**config.mk**
```make
export PLATFORM = sky130hd
export DESIGN_NAME = rider_balance_detect
export DESIGN_NICKNAME = d
export VERILOG_FILES = /design/src/rtl/rider_balance_detect.sv
export SDC_FILE = /design/constraint.sdc
export NUM_CORES = 1
export LEC_CHECK = 0
export BUFFER_PORTS_ARGS = -buffer_cell sky130_fd_sc_hd__buf_4
export CORE_MARGIN = 4
export CORE_UTILIZATION = 45
export CTS_CLUSTER_DIAMETER = 40
export DETAILED_ROUTE_END_ITERATION = 16
export HOLD_SLACK_MARGIN = 0.12
export MAX_ROUTING_LAYER = met4
export PLACE_DENSITY = 0.62
export SLEW_MARGIN = 20
export SYNTH_ARGS = -nofsm -noshare
export SYNTH_HDL_FRONTEND = slang
export SYNTH_SLANG_ARGS = --single-unit
```
**constraint.sdc**
```tcl
create_clock -name clk -period 2.93 [get_ports clk]
set_clock_uncertainty 0.2 [all_clocks]
set_input_delay 0.293 -clock clk [delete_from_list [all_inputs] [get_ports clk]]
set_output_delay 0.293 -clock clk [all_outputs]
set_load 0.01 [all_outputs]
```
**src/rtl/rider_balance_detect.sv**
```systemverilog
// -----------------------------------------------------------------------------
// rider_balance_detect
//   Watches the held load-cell and battery readings and decides when a rider
//   is mounted and balanced long enough to enable steering. Flags a dismount
//   with a one-clock pulse and reports a low battery.
//
//   Ports:
//     clk        system clock
//     rst_n      asynchronous active-low reset
//     lft_ld     latest left load-cell reading (12 bit)
//     rght_ld    latest right load-cell reading (12 bit)
//     batt       latest battery reading (12 bit)
//     en_steer   high while steering is enabled (registered)
//     rider_off  one-clock pulse after a dismount (registered)
//     batt_low   registered batt < BATT_THRES
// -----------------------------------------------------------------------------
module rider_balance_detect #(
  parameter logic [11:0] MIN_RIDER_WT = 12'h200,
  parameter logic [11:0] WT_HYST      = 12'h040,
  parameter logic [25:0] TMR_FULL     = 26'h3FF_FFFF,
  parameter logic [11:0] BATT_THRES   = 12'h800
) (
  input  logic        clk,
  input  logic        rst_n,
  input  logic [11:0] lft_ld,
  input  logic [11:0] rght_ld,
  input  logic [11:0] batt,
  output logic        en_steer,
  output logic        rider_off,
  output logic        batt_low
);

  typedef enum logic [1:0] {
    IDLE     = 2'b00,
    WAIT     = 2'b01,
    STEER_EN = 2'b10
  } state_t;

  // Thresholds widened to the 13-bit sum width so the compares never truncate.
  localparam logic [12:0] SUM_HI = {1'b0, MIN_RIDER_WT} + {1'b0, WT_HYST};
  localparam logic [12:0] SUM_LO = {1'b0, MIN_RIDER_WT} - {1'b0, WT_HYST};

  state_t      state_r;
  state_t      nxt_state_s;
  logic [25:0] timer_r;
  logic        clr_tmr_s;
  logic        inc_tmr_s;
  logic        off_pulse_s;
  logic        en_steer_r;
  logic        rider_off_r;
  logic        batt_low_r;

  logic [12:0] sum_s;
  logic [11:0] diff_s;
  logic        sum_gt_min_s;
  logic        sum_lt_min_s;
  logic        diff_gt_1_4_s;
  logic        diff_gt_15_16_s;

  // Weight sum, absolute imbalance and the threshold flags derived from them.
  always_comb begin
    sum_s = {1'b0, lft_ld} + {1'b0, rght_ld};
    if (lft_ld >= rght_ld) begin
      diff_s = lft_ld - rght_ld;
    end else begin
      diff_s = rght_ld - lft_ld;
    end
    // Between SUM_LO and SUM_HI both flags stay low, so the FSM holds.
    sum_gt_min_s    = (sum_s > SUM_HI);
    sum_lt_min_s    = (sum_s < SUM_LO);
    diff_gt_1_4_s   = ({1'b0, diff_s} > (sum_s >> 2));
    diff_gt_15_16_s = ({1'b0, diff_s} > (sum_s - (sum_s >> 4)));
  end

  // State register.
  always_ff @(posedge clk or negedge rst_n) begin
    if (!rst_n) begin
      state_r <= IDLE;
    end else begin
      state_r <= nxt_state_s;
    end
  end

  // Next-state logic; a light rider always wins over any lean condition.
  always_comb begin
    nxt_state_s = state_r;
    clr_tmr_s   = 1'b0;
    inc_tmr_s   = 1'b0;
    off_pulse_s = 1'b0;
    case (state_r)
      IDLE: begin
        if (sum_gt_min_s) begin
          nxt_state_s = WAIT;
          clr_tmr_s   = 1'b1;
        end else begin
          nxt_state_s = IDLE;
        end
      end
      WAIT: begin
        if (sum_lt_min_s) begin
          nxt_state_s = IDLE;
          off_pulse_s = 1'b1;
        end else if (diff_gt_1_4_s) begin
          clr_tmr_s   = 1'b1;
        end else if (timer_r == TMR_FULL) begin
          nxt_state_s = STEER_EN;
        end else begin
          inc_tmr_s   = 1'b1;
        end
      end
      STEER_EN: begin
        if (sum_lt_min_s) begin
          nxt_state_s = IDLE;
          off_pulse_s = 1'b1;
        end else if (diff_gt_15_16_s) begin
          nxt_state_s = WAIT;
          clr_tmr_s   = 1'b1;
        end else begin
          nxt_state_s = STEER_EN;
        end
      end
      default: begin
        nxt_state_s = IDLE;
      end
    endcase
  end

  // Settle timer: clears on request, counts in WAIT, saturates at TMR_FULL.
  always_ff @(posedge clk or negedge rst_n) begin
    if (!rst_n) begin
      timer_r <= 26'd0;
    end else if (clr_tmr_s) begin
      timer_r <= 26'd0;
    end else if (inc_tmr_s && (timer_r != TMR_FULL)) begin
      timer_r <= timer_r + 26'd1;
    end else begin
      timer_r <= timer_r;
    end
  end

  // Registered outputs; en_steer tracks the state being entered so it is
  // high on exactly the cycles the FSM sits in STEER_EN.
  always_ff @(posedge clk or negedge rst_n) begin
    if (!rst_n) begin
      en_steer_r  <= 1'b0;
      rider_off_r <= 1'b0;
      batt_low_r  <= 1'b0;
    end else begin
      en_steer_r  <= (nxt_state_s == STEER_EN);
      rider_off_r <= off_pulse_s;
      batt_low_r  <= (batt < BATT_THRES);
    end
  end

  assign en_steer  = en_steer_r;
  assign rider_off = rider_off_r;
  assign batt_low  = batt_low_r;

endmodule

```
After elaboration in Yosys (flattened, before gate mapping)
Cells that the tools add are included.

Word-level logic and storage cells: 47. Register bits: 31. Input port bits: 38. Output and inout port bits: 3.

Magnitude comparators: 6. Equality and inequality tests: 5. Mux-type cells: 22. $add $sub $neg: 5. Reduce and logical (&&, ||, !) cells: 4.

Operators by type and width (count): 26-bit 2-to-1 mux (2); 26-bit by 1-bit adder with 26-bit output (second input constant) (1); 26-bit equality test (second input constant) (1); 26-bit inequality test (second input constant) (1); 12-bit subtractor (2); 12-bit by 12-bit adder with 13-bit output (1); 12-bit by 13-bit greater-than comparator with 1-bit output (1); 13-bit by 10-bit greater-than comparator with 1-bit output (second input constant) (1); 13-bit by 9-bit < comparator with 1-bit output (second input constant) (1); 13-bit by 9-bit subtractor with 13-bit output (1); 12-bit >= comparator (1); 12-bit by 11-bit greater-than comparator with 1-bit output (1); 12-bit < comparator (second input constant) (1); 1-bit 2-to-1 mux (12); 12-bit 2-to-1 mux (1); 2-bit 2-to-1 mux (5); 2-bit case mux with 3 select lines (1); 2-bit equality test (second input constant) (2); 1-bit case mux with 3 select lines (1); 2-bit by 1-bit equality test with 1-bit output (second input constant) (1); 2-bit logical NOT (1); 2-bit nonzero test (1); 2-bit OR reduction (1); 1-bit logical AND (1).

Longest topological paths before layout
Depth after elaboration: 9. Depth in mapped cells: 30. Mapped depth without buffers: 29.

Worst setup path before layout
Ideal clock, no wire load.

Path kind: in2reg. Start point: input lft_ld[0]. End point: register timer_r[10]. Data arrival time: 6061 ps. Data required time: 2652 ps. Path slack: -3409 ps. Stages: 30. Cells stage by stage: ha_1 inv_1 fa_1 or2_2 nand2b_1 a21oi_1 xnor2_1 inv_1 ha_1 fa_1 nor2b_1 or3b_2 mux2i_1 o211ai_1 a211o_1 nand2_1 a211oi_1 xor2_1 ha_1 a21o_1 a21oi_1 nand2b_1 o21ai_0 a211oi_1 mux2_2 a31o_2 a31oi_1 o221ai_2 clkbuf_1 a21oi_1.

Longest elaborated chain between the ends: 8. Elaborated cells on any way between the ends: 22.

Ends and longest elaborated chain: start, declared (RTL line 25) `input logic [11:0] lft_ld,`; branches (longest 8 deep; another with 12-bit by 12-bit adder with 13-bit output); end signal, assigned (RTL line 135) `timer_r <= timer_r + 26'd1;`; end signal, assigned (RTL line 137) `timer_r <= timer_r;`; end, declared (RTL line 45) `logic [25:0] timer_r;`.

Several ways; the timed one is not identified. A chain may end at the register's enable or synchronous reset.

Final worst setup path
Start point: input lft_ld[0]. End point: register timer_r[25].

Same word-level chain as after synthesis.

==> flow_summary_export.csv <==
group,metric,value,unit
pwr,vdd_drop_max,542,uV
global_route,grt_use_total,25.6,%
setup_path,worstPathArrival,5.85,ns
setup_path,critPathRequiredTime,2.95,ns
synthesis,yosysUniqueCellTypes,77,
setup_path,end_kind,"register",
global_route,use_met2,39.8,%
finish,nFillCells,848,
finish,fin_cells,968,
clocking,htreeDepth,2,
die,ios,41,
place,dp_cells,946,
sta,layout_min_cycle_time,5.83,ns
flow_run,drv_cap,0,
synthesis,yosysTopAreaCell,"ha_1",
clocking,tritoncts,"built",
synthesis,yosys-top-cells-area,"ha_1, dfrtp_1, a21oi_1",
finish,drive_gt1_share,40.1,%
synthesis,yosysTopAreaCellShare,17.7,%
finish,area.sequential,776,sq um
place,gp_congestion,0.935,
sta,finalHoldViolations,0,
clocking,clk_latency,0.29,ns
synthesis,synthArstFlopShare,100,%
pwr,powerDensity,624,mW/mm^2
setup_path,critical-path-slowest-cell,"or3b_4",
sta,fin_ws,-2.90,ns
global_route,grt_overflow,0,
sta,hold_slack,0.285,ns
drt,drc,0,
global_route,busiest_layer,"met2",
setup_path,rr_worst_depth,12,
setup_path,cp_num_buf_inv,6,
die,die_x,112,um
die,initial_core_util,46.8,%
global_route,grt_pass1_vias,5403,
die,die_h,112,um
sta,fmax,0.172,GHz
synthesis,synth_ff_type,"dfrtp_1",
outcome,status,"complete, but fails checks",
drt,vias_per_cell,5.71,
setup_path,rr_startpoint,"timer_r[8]$_DFFE_PN0P_",
drt,routedWlPerCell,16.5,um
clocking,cts_made_buffers,5,
clocking,cts_root_buf,"clkbuf_8",
finish,multiInputGateArea,0.00414,sq mm
synthesis,syn_area_per_cell,7.96,sq um
die,die_area,0.0126,sq mm
synthesis,syn_area,0.00487,sq mm
setup_path,worstSetupPathType,"in2reg",
synthesis,syn_inst,612,
die,rows,37,
drt,drt-initial-drc-count,444,
clocking,clk_pin_slew,0.07,ns
pwr,power,4.56,mW
global_route,grt_max_degree,42,
synthesis,ys_ff_latch,31,
setup_path,cp_slowest_stage_delay,0.38,ns
sta,tightest_slew,0.473,ns
drt,dr.pass1.iters,5,
synthesis,yosys_warnings,0,
synthesis,ys_seq_area_share,15.9,%
place,place_hpwl,12500,um
die,core_area,0.0104,sq mm
outcome,violations,"setup timing",
global_route,grt_pass1_wl,26100,um
finish,layout.nets,942,
drt,ant_nets,0,
setup_path,reg2reg_to,"timer_r[21]$_DFFE_PN0P_",
drt,vias,5526,
sta,min_period_over_period,199,%
setup_path,path_max_fanout,7,
sta,rsz0062_at_grt,"true",
synthesis,synthesis.nets,723,
place,port_buffers,29,
place,place_ws,-3.19,ns
place,placed_area,0.00679,sq mm
clocking,clock_sinks,31,
sta,setup_viol,30,
finish,finalInstanceArea,0.00731,sq mm
global_route,antenna_found_initial,0,
drt,finalWirelength,15900,um
finish,diodes,0,
sta,max_slew_margin,67.7,%
synthesis,synth-edff-count,0,
sta,drv_slew,0,
min_path,hold_path.class,"in2async",
pwr,p_leak,3.41,nW
clocking,clock_path_buffers,2,
global_route,use_met3,3.45,%
setup_path,ff2ff_setup_slack,0.08,ns
setup_path,crit_family,"simple AND/OR/NAND/NOR gates",
finish,areaGrowthSynthToFinish,50.1,%
setup_path,startpoint_type,"primary input",
global_route,use_met1,36.0,%
report_power, final:
part | switching [mW] | internal, mW | total (mW)
combinational | 1.87 | 1.88 | 3.75
clock | 0.170 | 0.167 | 0.337
sequential | 0.0237 | 0.451 | 0.474
total | 2.07 | 2.49 | 4.56
metrics by stage:
step                      setup TNS, ns  utilization, %
after floorplan                  -81.19               -
after detailed placement         -92.48            65.2
after global routing             -88.45            70.2
after CTS                        -81.04            68.8
final                            -81.72            70.2
after global placement           -87.58            65.2
cells in the final DEF, fill, tap and decap left out, types with 10 or more instances in the layout:
master / count
nand4_1: 18
xor2_1: 10
or4_1: 15
buf_4: 222
nor2_1: 19
or3_1: 13
and3_1: 12
and2_1: 10
nor3_1: 10
a21oi_1: 34
a21oi_2: 26
xnor2_1: 18
inv_1: 52
nand3_1: 24
o31ai_1: 17
o21ai_0: 27
dfrtp_1: 31
ha_1: 63
nand2_1: 23
layout make-up:
type / count / area share (%)
inverters: 59 / 3.05
flip-flops and latches: 31 / 10.6
repair buffers: 239 / 26.3
clock buffers: 7 / 1.04
clock inverters: 1 / 0.0684
well taps: 136 / 2.33
multi-input cells: 495 / 56.6
state kept, by name (all words and copies together), names as in the netlist:
register and flops:
en_steer 1, state_r 2, rider_off 1, batt_low 1, timer_r 26
cells in the mapped netlist (3+ instances only):
master	instances
fa_1	4
a211oi_1	3
and3_1	13
nor3b_1	3
and4_1	5
nor3_1	10
ha_1	69
and2_1	11
inv_1	56
nand3_1	25
a211o_1	3
a21oi_1	62
a21o_1	9
xor2_1	11
buf_2	5
xnor2_1	20
o221ai_1	3
nand2b_1	8
nand2_1	25
mux2_2	3
o31ai_1	17
or4_1	15
or2_2	8
nor4_1	8
nor2b_1	8
o21a_1	4
nor2_1	20
a2111o_1	3
a21boi_0	3
dfrtp_1	31
o21ai_0	30
clkbuf_1	15
mux2i_1	6
a31oi_1	7
nand4_1	18
or3_1	13
buf_6	4
o211ai_1	7
cells by family after synthesis:
logic type / count (synthesis) / synth area share [%]
compound gates: 181 / 25.0
xor+xnor: 33 / 6.52
fa+ha+maj: 73 / 19.4
buf+inv: 86 / 7.50
flops: 31 / 15.9
mux: 10 / 2.23
simple gates: 198 / 23.4
routing by layer:
metal / part of all wire, % / up-vias / wire, um
li1: - / 2712 / -
met1: 48 / 2640 / 7600
met2: 46 / 156 / 7300
met3: 5.4 / 18 / 860
met4: 1.1 / 0 / 173
met5: 0 / - / 0
repair_timing:
item	4_1_cts	5_1_grt
resized for setup	36	31
hold buffers	2	0
setup buffers	8	6
pin swaps	13	9
endpoints found under the setup margin	30	30
endpoints found under the hold margin	32	0
gates cloned	3	0
worst max-delay path by stage:
stage | start | endpoint | slack, ns | cells after the start
global route | lft_ld[0] | timer_r[19]$_DFFE_PN0P_ | -3.13 | 32
CTS | lft_ld[0] | timer_r[24]$_DFFE_PN0P_ | -2.83 | 31
floorplan | lft_ld[1] | timer_r[11]$_DFFE_PN0P_ | -2.85 | 28
detailed placement | lft_ld[0] | timer_r[8]$_DFFE_PN0P_ | -3.19 | 31
finish | lft_ld[0] | timer_r[25]$_DFFE_PN0P_ | -2.90 | 32
global placement | lft_ld[0] | en_steer$_DFF_PN0_ | -3.04 | 30
Power figures use the tool's default switching activity.
